### config.mk
export PLATFORM = sky130hd
export DESIGN_NAME = video_stream_unpacker
export DESIGN_NICKNAME = d
export VERILOG_FILES = /design/src/rtl/video_pkg.sv /design/src/rtl/rgb_byte_unpacker.sv /design/src/rtl/video_stream_unpacker.sv
export SDC_FILE = /design/constraint.sdc
export NUM_CORES = 1
export LEC_CHECK = 0
export BUFFER_PORTS_ARGS = -buffer_cell sky130_fd_sc_hd__buf_2
export CAP_MARGIN = 20
export CORE_ASPECT_RATIO = 0.9
export CORE_MARGIN = 2
export CORE_UTILIZATION = 55
export DETAILED_ROUTE_END_ITERATION = 10
export HOLD_SLACK_MARGIN = 0.02
export PLACE_DENSITY_LB_ADDON = 0.2
export SKIP_CTS_REPAIR_TIMING = 1
export SLEW_MARGIN = 20
export SYNTH_ARGS = -nofsm -noshare
export SYNTH_HDL_FRONTEND = slang
export SYNTH_SLANG_ARGS = --single-unit
### constraint.sdc
create_clock -name out_stream_aclk -period 4.22 [get_ports out_stream_aclk]
set_input_delay 0 -clock out_stream_aclk [delete_from_list [all_inputs] [get_ports out_stream_aclk]]
set_output_delay 0 -clock out_stream_aclk [all_outputs]
set_load 0.03 [all_outputs]
### src/rtl/video_pkg.sv
// Shared types and constants for the packed-24bpp video receive path.
package video_pkg;

    // One unpacked pixel, red in the top byte.
    typedef struct packed {
        logic [7:0] r;
        logic [7:0] g;
        logic [7:0] b;
    } rgb_t;

    localparam int PIX_BYTES       = 3;
    localparam int WORDS_PER_GROUP = 3;
    localparam int PIX_PER_GROUP   = 4;
    localparam int BUF_BYTES       = 6;

    localparam int X_SIZE_DEF = 640;
    localparam int Y_SIZE_DEF = 480;

    // Bit positions inside err_flags.
    typedef enum logic [1:0] {
        ERR_SHORT = 2'd0,
        ERR_LONG  = 2'd1,
        ERR_SOF   = 2'd2,
        ERR_KEEP  = 2'd3
    } err_idx_e;

    // Frame-level state: dropping words until a tuser word arrives, or inside a frame.
    typedef enum logic {
        ST_WAIT_SOF = 1'b0,
        ST_IN_FRAME = 1'b1
    } sof_state_e;

endpackage

### src/rtl/rgb_byte_unpacker.sv
// Six-byte reassembly buffer: takes 32-bit words of packed 24bpp bytes and
// presents the oldest three bytes as one pixel, carrying the SOF/EOL word tags.
//
// Handshakes: a word moves when wr_en is high (the caller only raises it on
// tvalid & wr_ready); a pixel moves when pix_valid & pix_ready at a rising edge.
// wr_ready is registered as (cnt <= 2) and pix_valid is (cnt >= 3), so the two
// sides never move in the same cycle; a 3-word group takes 7 cycles to pass.
module rgb_byte_unpacker
    import video_pkg::*;
(
    input  logic        aclk,
    input  logic        aresetn,
    input  logic        wr_en,
    input  logic [31:0] wr_data,
    input  logic        wr_sof,
    input  logic        wr_eol,
    output logic        wr_ready,
    output logic        pix_valid,
    input  logic        pix_ready,
    output logic [23:0] pix,
    output logic        pix_sof,
    output logic        pix_eol_tag
);

    logic [7:0]           byte_q [BUF_BYTES];
    logic [7:0]           byte_d [BUF_BYTES];
    logic [BUF_BYTES-1:0] sof_q, sof_d;
    logic [BUF_BYTES-1:0] eol_q, eol_d;
    logic [2:0]           cnt_q, cnt_d;
    logic [2:0]           base;
    logic [2:0]           eol_pos;
    logic                 ready_q;
    logic                 emit;

    assign pix_valid   = (cnt_q >= 3'd3);
    assign emit        = pix_valid & pix_ready;
    assign wr_ready    = ready_q;
    assign pix         = {byte_q[2], byte_q[1], byte_q[0]};
    assign pix_sof     = sof_q[0];
    assign pix_eol_tag = eol_q[2];

    // Next buffer contents: drop the emitted pixel, then append the accepted word.
    // Pixel boundaries always sit at index 0 and 3, so the line-end tag goes on
    // the final byte of the last pixel the word completes (index 2, or 5 when
    // the word starts at index 2).
    always_comb begin
        byte_d  = byte_q;
        sof_d   = sof_q;
        eol_d   = eol_q;
        base    = cnt_q;
        cnt_d   = cnt_q;
        eol_pos = 3'd2;
        if (emit) begin
            for (int i = 0; i < BUF_BYTES - PIX_BYTES; i++) begin
                byte_d[i] = byte_q[i + PIX_BYTES];
                sof_d[i]  = sof_q[i + PIX_BYTES];
                eol_d[i]  = eol_q[i + PIX_BYTES];
            end
            for (int i = BUF_BYTES - PIX_BYTES; i < BUF_BYTES; i++) begin
                byte_d[i] = 8'h00;
                sof_d[i]  = 1'b0;
                eol_d[i]  = 1'b0;
            end
            base = cnt_q - 3'(PIX_BYTES);
        end
        eol_pos = (base == 3'd2) ? 3'd5 : 3'd2;
        cnt_d   = base;
        if (wr_en) begin
            for (int i = 0; i < BUF_BYTES; i++) begin
                if (i >= int'(base) && i < int'(base) + 4) begin
                    byte_d[i] = wr_data[8*(i - int'(base)) +: 8];
                    sof_d[i]  = wr_sof && (i == int'(base));
                    eol_d[i]  = wr_eol && (i == int'(eol_pos));
                end
            end
            cnt_d = base + 3'd4;
        end
    end

    // Buffer, fill count and registered ready.
    always_ff @(posedge aclk or negedge aresetn) begin
        if (!aresetn) begin
            for (int i = 0; i < BUF_BYTES; i++) begin
                byte_q[i] <= 8'h00;
            end
            sof_q   <= '0;
            eol_q   <= '0;
            cnt_q   <= 3'd0;
            ready_q <= 1'b0;
        end else begin
            byte_q  <= byte_d;
            sof_q   <= sof_d;
            eol_q   <= eol_d;
            cnt_q   <= cnt_d;
            ready_q <= (cnt_d <= 3'd2);
        end
    end

endmodule

### src/rtl/video_stream_unpacker.sv
// AXI-Stream video sink: unpacks 24bpp words into one pixel per beat, tracks
// x/y against tuser/tlast, counts frames and latches geometry errors.
module video_stream_unpacker
    import video_pkg::*;
#(
    parameter int X_SIZE = X_SIZE_DEF,
    parameter int Y_SIZE = Y_SIZE_DEF,
    parameter int CNT_W  = 16
) (
    input  logic             out_stream_aclk,
    input  logic             periph_resetn,
    input  logic [31:0]      in_stream_tdata,
    input  logic [3:0]       in_stream_tkeep,
    input  logic             in_stream_tuser,
    input  logic             in_stream_tlast,
    input  logic             in_stream_tvalid,
    output logic             in_stream_tready,
    output logic [7:0]       pix_r,
    output logic [7:0]       pix_g,
    output logic [7:0]       pix_b,
    output logic [9:0]       pix_x,
    output logic [8:0]       pix_y,
    output logic             pix_sof,
    output logic             pix_eol,
    output logic             pix_valid,
    input  logic             pix_ready,
    output logic             frame_done,
    output logic [CNT_W-1:0] frame_count,
    output logic [3:0]       err_flags,
    input  logic             err_clr
);

    localparam logic [9:0] X_LAST = 10'(X_SIZE - 1);
    localparam logic [8:0] Y_LAST = 9'(Y_SIZE - 1);

    sof_state_e       state_q, state_d;
    logic             acc, emit, wr_en, early_sof;
    logic [9:0]       x_q, x_d;
    logic [8:0]       y_q, y_d;
    logic             line_adv, frame_end;
    logic [3:0]       err_q, err_set;
    logic             frame_done_q;
    logic [CNT_W-1:0] frame_count_q;
    logic [23:0]      pix_word;
    logic             pix_eol_tag;
    rgb_t             pix;

    assign acc       = in_stream_tvalid & in_stream_tready;
    assign emit      = pix_valid & pix_ready;
    // Words before the first tuser are consumed but never reach the buffer.
    assign wr_en     = acc & (in_stream_tuser | (state_q == ST_IN_FRAME));
    assign early_sof = acc & in_stream_tuser & (state_q == ST_IN_FRAME);

    rgb_byte_unpacker u_unpack (
        .aclk        (out_stream_aclk),
        .aresetn     (periph_resetn),
        .wr_en       (wr_en),
        .wr_data     (in_stream_tdata),
        .wr_sof      (in_stream_tuser),
        .wr_eol      (in_stream_tlast),
        .wr_ready    (in_stream_tready),
        .pix_valid   (pix_valid),
        .pix_ready   (pix_ready),
        .pix         (pix_word),
        .pix_sof     (pix_sof),
        .pix_eol_tag (pix_eol_tag)
    );

    assign pix         = rgb_t'(pix_word);
    assign pix_r       = pix.r;
    assign pix_g       = pix.g;
    assign pix_b       = pix.b;
    assign pix_x       = x_q;
    assign pix_y       = y_q;
    assign pix_eol     = (x_q == X_LAST);
    assign frame_done  = frame_done_q;
    assign frame_count = frame_count_q;
    assign err_flags   = err_q;

    // Geometry advance on each emitted pixel, tlast/tuser resync, error detection.
    always_comb begin
        x_d       = x_q;
        y_d       = y_q;
        line_adv  = 1'b0;
        frame_end = 1'b0;
        err_set   = 4'b0000;
        if (emit) begin
            if (x_q == X_LAST) begin
                line_adv = 1'b1;
                if (!pix_eol_tag) err_set[ERR_LONG] = 1'b1;
            end else if (pix_eol_tag) begin
                line_adv = 1'b1;
                err_set[ERR_SHORT] = 1'b1;
            end
            if (line_adv) begin
                x_d = 10'd0;
                if (y_q == Y_LAST) begin
                    y_d       = 9'd0;
                    frame_end = 1'b1;
                end else begin
                    y_d = y_q + 9'd1;
                end
            end else begin
                x_d = x_q + 10'd1;
            end
        end
        if (early_sof) begin
            x_d = 10'd0;
            y_d = 9'd0;
            err_set[ERR_SOF] = 1'b1;
        end
        if (acc && (in_stream_tkeep != 4'hF)) err_set[ERR_KEEP] = 1'b1;
    end

    // Frame state next-state: leave WAIT_SOF on a tuser word, return after the last line.
    always_comb begin
        state_d = state_q;
        case (state_q)
            ST_WAIT_SOF: if (acc && in_stream_tuser) state_d = ST_IN_FRAME;
            ST_IN_FRAME: if (frame_end) state_d = ST_WAIT_SOF;
        endcase
    end

    // Registers for frame state, counters and sticky errors (a new error beats err_clr).
    always_ff @(posedge out_stream_aclk or negedge periph_resetn) begin
        if (!periph_resetn) begin
            state_q       <= ST_WAIT_SOF;
            x_q           <= 10'd0;
            y_q           <= 9'd0;
            err_q         <= 4'b0000;
            frame_done_q  <= 1'b0;
            frame_count_q <= '0;
        end else begin
            state_q       <= state_d;
            x_q           <= x_d;
            y_q           <= y_d;
            err_q         <= (err_clr ? 4'b0000 : err_q) | err_set;
            frame_done_q  <= frame_end;
            frame_count_q <= frame_count_q + CNT_W'(frame_end);
        end
    end

endmodule
# [Word-level counts from Yosys, hierarchy flattened]
# Cells that the tools add are included.
[word_totals] ff_bits=105 latchBits=0 ramBits=0 rom_bits=0 out_inout_bits=68 elab_cells=145 memories=0
[classes] add_sub_neg=12 n_mul=0 div=0 magnitude_cmp=14 n_eq_ne=14 n_shift=6 muxes=50 n_bitwise=8 n_reduce_logical=25
[ops] operator="indexed part select 32 x 32 -> 8 bit" count=6
[ops] operator="2-to-1 mux 48 bit" count=2
[ops] operator="< comparator 3 x 32 -> 1 bit, first input constant" count=2
[ops] operator="< comparator 4 x 32 -> 1 bit, first input constant" count=2
[ops] operator="2-to-1 mux 8 bit" count=6
[ops] operator="2-to-1 mux 9 bit" count=4
[ops] operator="< comparator 1 x 32 -> 1 bit, first input constant" count=1
[ops] operator="< comparator 2 x 32 -> 1 bit, first input constant" count=1
[ops] operator="2-to-1 mux 10 bit" count=3
[ops] operator="2-to-1 mux 1 bit" count=25
[ops] operator="== test 3 bit, first input constant" count=8
[ops] operator="2-to-1 mux 6 bit" count=4
[ops] operator="logical AND 1 bit" count=20
[ops] operator="adder 16 x 1 -> 16 bit" count=1
[ops] operator="adder 10 x 1 -> 10 bit, second input constant" count=1
[ops] operator="== test 10 bit, second input constant" count=1
[ops] operator="adder 9 x 1 -> 9 bit, second input constant" count=1
[ops] operator="== test 9 bit, second input constant" count=1
[ops] operator="2-to-1 mux 3 bit" count=3
[ops] operator="subtractor 1 x 3 -> 4 bit, first input constant" count=2
[ops] operator="subtractor 2 x 3 -> 4 bit, first input constant" count=2
[ops] operator="subtractor 3 x 3 -> 4 bit, first input constant" count=2
[ops] operator="== test 2 x 3 -> 1 bit, first input constant" count=2
[ops] operator=">= comparator 1 x 3 -> 1 bit, first input constant" count=2
[ops] operator="other kinds (19)" count=27

# [Depth between registers and ports, before layout]
# Gate-level depths: netlist of run 1.
[depth] word_depth=9 depth_mapped=17

# [Modules after synthesis]
# From an unflattened synthesis of run 1, not the netlist that was laid out.
[unflattened] hier_cells=554 hier_area_um2=5749.3
[modules_own_cells] mod="rgb_byte_unpacker" n_inst=1 cells_per_inst=356 area_per_inst_um2=3683.5 seq_area_each_um2=1401.3
[modules_own_cells] mod="video_stream_unpacker" n_inst=1 cells_per_inst=198 area_per_inst_um2=2065.7 seq_area_each_um2=1026.0

# [Least setup slack after synthesis of run 1]
# Ideal clock, no wire load.
[synth_timing] kind="reg-to-reg" startpoint="register u_unpack.cnt_q[1]" endpoint="register u_unpack.byte_q[10] (netlist bit)" setup_time_ns=0.141 arrival_time_ns=3.186 path_slack_ns=0.893 path_stages_with_launch=16 n_path_buf=6 period_less_slack_ns=3.327 path_cell_list="dfrtp_1 > ha_1 > ha_1 > buf_6 > nor3_1 > o22a_1 > buf_6 > inv_6 > buf_12 > buf_12 > ha_1 > clkbuf_1 > buf_1 > mux2_2 > nand2_1 > a31oi_1"
[synth_rtl] element="from (decl)" line="rgb_byte_unpacker.sv:29" text="logic [2:0] cnt_q, cnt_d;"
[synth_rtl] element="from (signal assigned)" line="rgb_byte_unpacker.sv:94" text="cnt_q <= cnt_d;"
[synth_rtl] element="to (signal assigned)" line="rgb_byte_unpacker.sv:91" text="byte_q <= byte_d;"
[synth_rtl] element="to (decl)" line="rgb_byte_unpacker.sv:25" text="logic [7:0] byte_q [BUF_BYTES];"

==> results of run 1 <==
worst register-to-register path, cell delays in order, from the launching register on:
cell and delay (ns):
dfrtp_1 0.58, ha_1 0.23, ha_1 0.32, nor3_1 0.13, o32ai_4 0.68, inv_2 0.21, ha_1 0.26, inv_1 0.05
ha_1 0.20, inv_1 0.09, a211oi_4 0.44, nand2b_2 0.18, o32ai_1 0.32
registers in the layout, indices dropped and copies added (netlist names), 2 cells and up:
name	flops
u_unpack.sof_q	2
u_unpack.pix	24
u_unpack.cnt_q	3
pix_y	9
frame_count	16
u_unpack.byte_q	24
err_flags	4
pix_x	10
u_unpack.eol_q	2
cells by family after synthesis:
family	after synthesis	synth area share, %
flip-flops	97	41.7
buffers and inverters	71	7.47
XOR/XNOR	23	3.46
AO/OA/AOI/OAI	158	19.8
AND/OR/NAND/NOR	156	13.3
multiplexers	66	12.1
adder cells (fa/ha/maj)	10	2.15
how the worst min path moves through the flow:
stage	startpoint	end	depth (start not counted)	slack [ns]
after floorplan	periph_resetn	err_flags[0]	0	-0.30
after global placement	periph_resetn	pix_y[2]	1	0.04
after detailed placement	periph_resetn	pix_y[7]	1	0.05
after CTS	periph_resetn	pix_y[7]	1	-0.33
after global routing	in_stream_tdata[12]	u_unpack.pix[12]	3	0.05
final	in_stream_tdata[12]	u_unpack.pix[12]	3	0.05
per-stage QoR:
| stage | hold WS, ns | instance area (µm²) | util (%) |
|---|---|---|---|
| after floorplan | -0.296 | 5830 | - |
| after global placement | 0.0411 | 6220 | 60.4 |
| after detailed placement | 0.0457 | 6230 | 60.5 |
| after CTS | -0.334 | 6540 | 63.5 |
| after global routing | 0.0533 | 6570 | 63.8 |
| final | 0.0474 | 6570 | 63.8 |
synth_stat cells (all sizes together), types with 2 or more instances:
library cell  number  share of area [%]
nand2             54                3.5
nand4             10                1.1
nand3             26                2.3
mux2i             41                7.0
o22ai             17                1.8
o211ai             4               0.52
xnor2             14                2.1
o32ai              8                1.5
nand2b            13                1.4
o41ai              2               0.30
o31ai              4               0.52
mux2              24                4.6
clkbuf            13               0.84
and2               4               0.43
nor2              22                1.4
ha                10                2.1
o21ai             21                2.1
inv               13               0.92
or3                3               0.32
a21oi             30                2.6
nor3               4               0.34
o2111ai            2               0.30
a211oi            10                1.5
nor2b              3               0.32
a2111oi            2               0.30
buf               45                5.7
a32o              10                1.7
a41o               2               0.34
o22a               2               0.30
a31oi             16                1.8
dfrtp             97                 42
a221oi            10                1.5
and3               9               0.97
a21o              10                1.3
a31o               2               0.30
xor2               9                1.4
where the power goes:
group / switching, mW / internal [mW]
combinational: 1.76 / 1.10
clock: 0.372 / 0.484
sequential: 0.188 / 1.16
total: 2.32 / 2.74
cell usage in the layout (no fill, tap or decap), types with 11 or more instances in the layout:
cell and n:
dfrtp_1 97, o22ai_1 17, a31oi_1 15, xnor2_1 14, nand3_1 25, nor2_1 22, o21ai_0 15, nand2b_1 12
nand2_1 54, a21oi_1 30, inv_1 11, mux2_2 21, mux2i_1 41, buf_2 109
per-layer routing:
layer	wire length [µm]	GRT usage, %
met5	0	0
met4	125	5.63
met3	965	5.86
met2	6290	36.9
met1	7030	39.2
cell type report:
class	instances	share of cell area (%)
clock buffers	10	3.64
repair buffers	122	9.91
inverters	13	0.819
clock inverters	6	1.10
flip-flops and latches	97	37.0
multi-input cells	413	45.1
well taps	129	2.46
==> results.json, run 1 <==
{
  "worst_slew_pin_slew_ns": 0.786,
  "path_delay_family": "compound AO/OA/AOI/OAI gates",
  "cts_root_buffer": "clkbuf_16",
  "antenna_cells": 0,
  "async_flop_share_pct": 100,
  "ys_types": 66,
  "finalClockSkew_ns": 0.00655,
  "r2r_end": "u_unpack.pix[21]",
  "critPathSlowestCell": "o32ai_4",
  "status": "completed",
  "cp-start-kind": "register",
  "hold_path.class": "in2reg",
  "synth-seq-cells": 97,
  "hold_viol": 0,
  "place.gp.congestion": 0.934,
  "period_minus_slack_ns": 3.79,
  "min_period_over_period_pct": 89.8,
  "wl_per_cell_um": 18.2,
  "die_y_um": 102,
  "power_density_nw_per_um2": 770,
  "seq_area_frac_synth_pct": 41.7,
  "grt_pass1_wl_um": 23100,
  "worstSkewPairLatency_ns": 0.35,
  "relSlewSlack_pct": 47.6,
  "grt-ovfl-total": 0,
  "regArea_um2": 2430,
  "worst-path-buf-inv": 3,
  "synthesis.area_um2": 5830,
  "cp_max_fo": 15,
  "dpl.hpwl_um": 10700,
  "path_common_cell": "ha_1",
  "ios": 111,
  "drive_gt1_share_pct": 26.2,
  "worst_slack_ns": 0.432,
  "netlist_instances": 581,
  "gr-usage-all-layers_pct": 25.5,
  "cts_inserted_buffers": 9,
  "critical_path.endpoint": "u_unpack.pix[21]",
  "power.leakage_nw": 3.14,
  "rsz0062_at_grt": "false",
  "grt_pass1_vias": 4344,
  "crit_chain": "ha_1, ha_1, nor3_1, o32ai_4, inv_2, ha_1, inv_1, ha_1, inv_1, a211oi_4, nand2b_2, o32ai_1",
  "avgSynthCellArea_um2": 10.0,
  "drv_slew": 0,
  "syn_to_final_growth_pct": 12.7,
  "r2r-start": "u_unpack.cnt_q[0]",
  "pre_cts_slack_ns": 0.507,
  "synth_nets": 634,
  "ctsLongestPathBuffers": 2,
  "vias": 4759,
  "setup_violations": 0,
  "power_mw": 5.06,
  "core_area_um2": 10300,
  "critical_path_class": "reg2reg",
  "io_buffers": 110,
  "clock-sinks": 97,
  "post-route-drc-count": 0,
  "routed_via_density": 6.02,
  "crit_start": "u_unpack.cnt_q[0]",
  "critPathMaxStageDelay_ns": 0.68,
  "cp_num_cells": 12,
  "nFillCells": 861,
  "peakVddDrop_mv": 0.402,
  "multi_input_area_um2": 2960,
  "yosysWarningCount": 0,
  "synth_ff_type": "dfrtp_1",
  "instances_no_fill": 790,
  "die_area_um2": 11400,
  "fin_nets": 709,
  "drtAntennaViolNets": 0,
  "cap_viol_max_count": 0,
  "grt_max_degree": 51,
  "fmax_mhz": 264,
  "path_clk_slew_ns": 0.07,
  "reg2reg_slack_ns": 0.43,
  "placedCellCount": 771,
  "initial_core_util_pct": 56.6,
  "reg2regPathDepth": 12,
  "drt_iter0_markers": 501,
  "required_ns": 4.46,
  "wirelength_um": 14400,
  "synth-edff-count": 0,
  "h-tree-depth": 3,
  "die_w_um": 112,
  "rows": 35,
  "tns_ns": 0,
  "cts_tree": "built",
  "crit_arrival_ns": 4.03,
  "first_pass_iters": 5,
  "end_kind": "register",
  "antenna_found_initial": 0
}
Note: power is estimated with default switching activity, not from simulation.
==> inputs of run 2 (changes only) <==
--- a/config.mk
+++ b/config.mk
@@ -5,6 +5,7 @@
 export SDC_FILE = /design/constraint.sdc
 export NUM_CORES = 1
 export LEC_CHECK = 0
+export ABC_AREA = 1
 export BUFFER_PORTS_ARGS = -buffer_cell sky130_fd_sc_hd__buf_2
 export CAP_MARGIN = 20
 export CORE_ASPECT_RATIO = 0.9
==> run 2 against run 1 <==
The run now ends with hold timing left; combinational power up 16%; maximum frequency up 11%; power up 8.7%; largest power group unchanged; via count up 22%; clock power down 3.0%; global-route usage up 4.1 points; setup slack better by 0.36 ns.
==> results.json, run 2 <==
{
  "status": "finished, violations left",
  "violations": "hold timing",
  "fin_nets": 940,
  "r2r_end": "frame_count[14]",
  "io_buffers": 110,
  "cap_viol_max_count": 0,
  "fmax_mhz": 292,
  "cp-start-kind": "register",
  "wl_per_cell_um": 16.8,
  "min_period_over_period_pct": 81.2,
  "synth_top_area_cell": "dfrtp_1",
  "synth-seq-cells": 97,
  "finalClockSkew_ns": 0.00816,
  "clock-sinks": 97,
  "path_delay_family": "simple AND/OR/NAND/NOR gates",
  "critical_path_class": "reg2reg",
  "wirelength_um": 17200,
  "seq_area_frac_synth_pct": 40.4,
  "whs_endpoint": "u_unpack.pix[12]",
  "synthesis.area_um2": 6010,
  "crit_chain": "ha_1, nand2_1, nor2_1, nand2_1, nor2_2, nand4_2, nand2_1, nand2_1, nor4_1, ha_1, ha_1, nand3_1, nor3_1, nand3_1, nor2_1, nand3_1, nor2_1, xor2_1",
  "avgSynthCellArea_um2": 7.49,
  "drive_gt1_share_pct": 20.0,
  "hold_viol": 1,
  "grt_pass1_wl_um": 27000,
  "required_ns": 4.50,
  "reg2reg_slack_ns": 0.79,
  "antenna_cells": 0,
  "place.gp.congestion": 0.912,
  "die_y_um": 103,
  "first_pass_iters": 5,
  "critPathMaxStageDelay_ns": 0.40,
  "yosysWarningCount": 0,
  "rows": 36,
  "power.leakage_nw": 3.61,
  "routed_via_density": 5.68,
  "syn_to_final_growth_pct": 13.6,
  "synth-edff-count": 0,
  "synth_ff_type": "dfrtp_1",
  "worst_slew_pin_slew_ns": 0.856,
  "final_cell_mix": "262 x nand2_1, 109 x buf_2, 97 x dfrtp_1, 67 x nand3_1, 58 x inv_1",
  "period_minus_slack_ns": 3.43,
  "worstSkewPairLatency_ns": 0.35,
  "cts_tree": "built",
  "die_area_um2": 11800,
  "vias": 5820,
  "netlist_instances": 802,
  "tns_ns": 0,
  "ys_top_cells_by_area": "dfrtp_1 40%, nand2_1 16%, nand3_1 5.6%",
  "drt_iter0_markers": 595,
  "ios": 111,
  "drv_slew": 0,
  "final_common_cell": "nand2_1",
  "cts_inserted_buffers": 9,
  "relSlewSlack_pct": 42.9,
  "hp-start": "in_stream_tdata[4]",
  "core_area_um2": 10700,
  "worst-path-buf-inv": 0,
  "cp_max_fo": 4,
  "post-route-drc-count": 0,
  "path_common_cell": "nand2_1",
  "synthTopCellsByCount": "262 x nand2_1, 97 x dfrtp_1, 67 x nand3_1",
  "crit_arrival_ns": 3.70,
  "antenna_found_initial": 0,
  "critPathSlowestCell": "dfrtp_1",
  "peakVddDrop_mv": 0.428,
  "synth.most_common_cell": "nand2_1",
  "power_density_nw_per_um2": 806,
  "die_w_um": 114,
  "grt_max_degree": 56,
  "grt_pass1_vias": 5317,
  "hold_ws_ns": -0.00495,
  "worst_slack_ns": 0.794,
  "async_flop_share_pct": 100,
  "power_mw": 5.50,
  "h-tree-depth": 3,
  "ctsLongestPathBuffers": 2,
  "end_kind": "register",
  "grt-ovfl-total": 0,
  "synth_top_area_share_pct": 40.4,
  "rsz0062_at_grt": "false",
  "whs_path_depth": 3,
  "dpl.hpwl_um": 12300,
  "drtAntennaViolNets": 0,
  "pre_cts_slack_ns": 0.771,
  "synth_nets": 855,
  "r2r-start": "pix_x[0]",
  "hold_path.class": "in2reg",
  "final_util_pct": 63.7,
  "cts_root_buffer": "clkbuf_16",
  "path_clk_slew_ns": 0.07,
  "setup_violations": 0,
  "initial_core_util_pct": 56.1,
  "ys_types": 41,
  "gr-usage-all-layers_pct": 29.6,
  "reg2regPathDepth": 18
}
[run 2: final cells by class]
| cell class | instances | area (µm²) |
|---|---|---|
| flip-flops and latches | 97 | 2430 |
| repair buffers | 125 | 691 |
| clock buffers | 9 | 225 |
| clock inverters | 6 | 67.6 |
| well taps | 133 | 166 |
| multi-input cells | 590 | 3010 |
| inverters | 64 | 240 |
| fillers | 970 | 3890 |
[run 2: cells by family (layout without fill, tap and decap cells)]
family / count (synthesis) / in the layout / share of synthesized area (%)
and+or+nand+nor: 436 / 436 / 32.8
xor gates and xnor gates: 19 / 19 / 2.77
AOI/OAI and AO/OA: 119 / 119 / 11.4
buffers and inverters: 115 / 204 / 9.56
muxes: 6 / 6 / 1.02
adders and majority gates: 10 / 10 / 2.08
DFF: 97 / 97 / 40.4
[run 2: worst max-delay path by stage]
stage               startpoint              end  slack, ns  depth (start not counted)
floorplan             pix_x[0]  frame_count[14]       1.05                         18
global placement      pix_x[0]  frame_count[14]       0.94                         18
detailed placement    pix_x[0]  frame_count[14]       0.77                         18
CTS                   pix_x[0]  frame_count[14]       0.75                         18
global route          pix_x[0]  frame_count[14]       0.49                         18
finish                pix_x[0]  frame_count[14]       0.79                         18
[run 2: metal layers]
metal  part of all wire [%]  track usage, %  wire length (µm)
met3                    8.7            6.53              1490
met4                    3.5            13.0               594
met2                     46            46.3              7880
met1                     42            40.0              7230
met5                      0               0                 0
[run 2: through the flow]
| stage | cells | cell area [µm²] | hold WS, ns |
|---|---|---|---|
| 3_5_place_dp | 999 | 6430 | 0.0167 |
| 5_1_grt | 1024 | 6830 | 0.0215 |
| 6_report | 1024 | 6830 | -0.00495 |
| 3_3_place_gp | 999 | 6430 | 0.0160 |
| 4_1_cts | 1014 | 6730 | -0.357 |
| 2_1_floorplan | 802 | 6010 | -0.296 |
[run 2: report_power, final]
| group | total (mW) | leakage, nW | internal (mW) | switching [mW] |
|---|---|---|---|---|
| clock | 0.830 | 0.144 | 0.461 | 0.370 |
| sequential | 1.37 | 1.26 | 1.19 | 0.177 |
| combinational | 3.30 | 2.21 | 0.957 | 2.34 |
[run 2: worst reg2reg max path, delay by kind of cell, from the launching register on]
family                   cells  cell delay (ns)
adder cells (fa/ha/maj)      3             0.63
XOR/XNOR                     1             0.15
flip-flops                   1             0.40
AND/OR/NAND/NOR             14             2.18
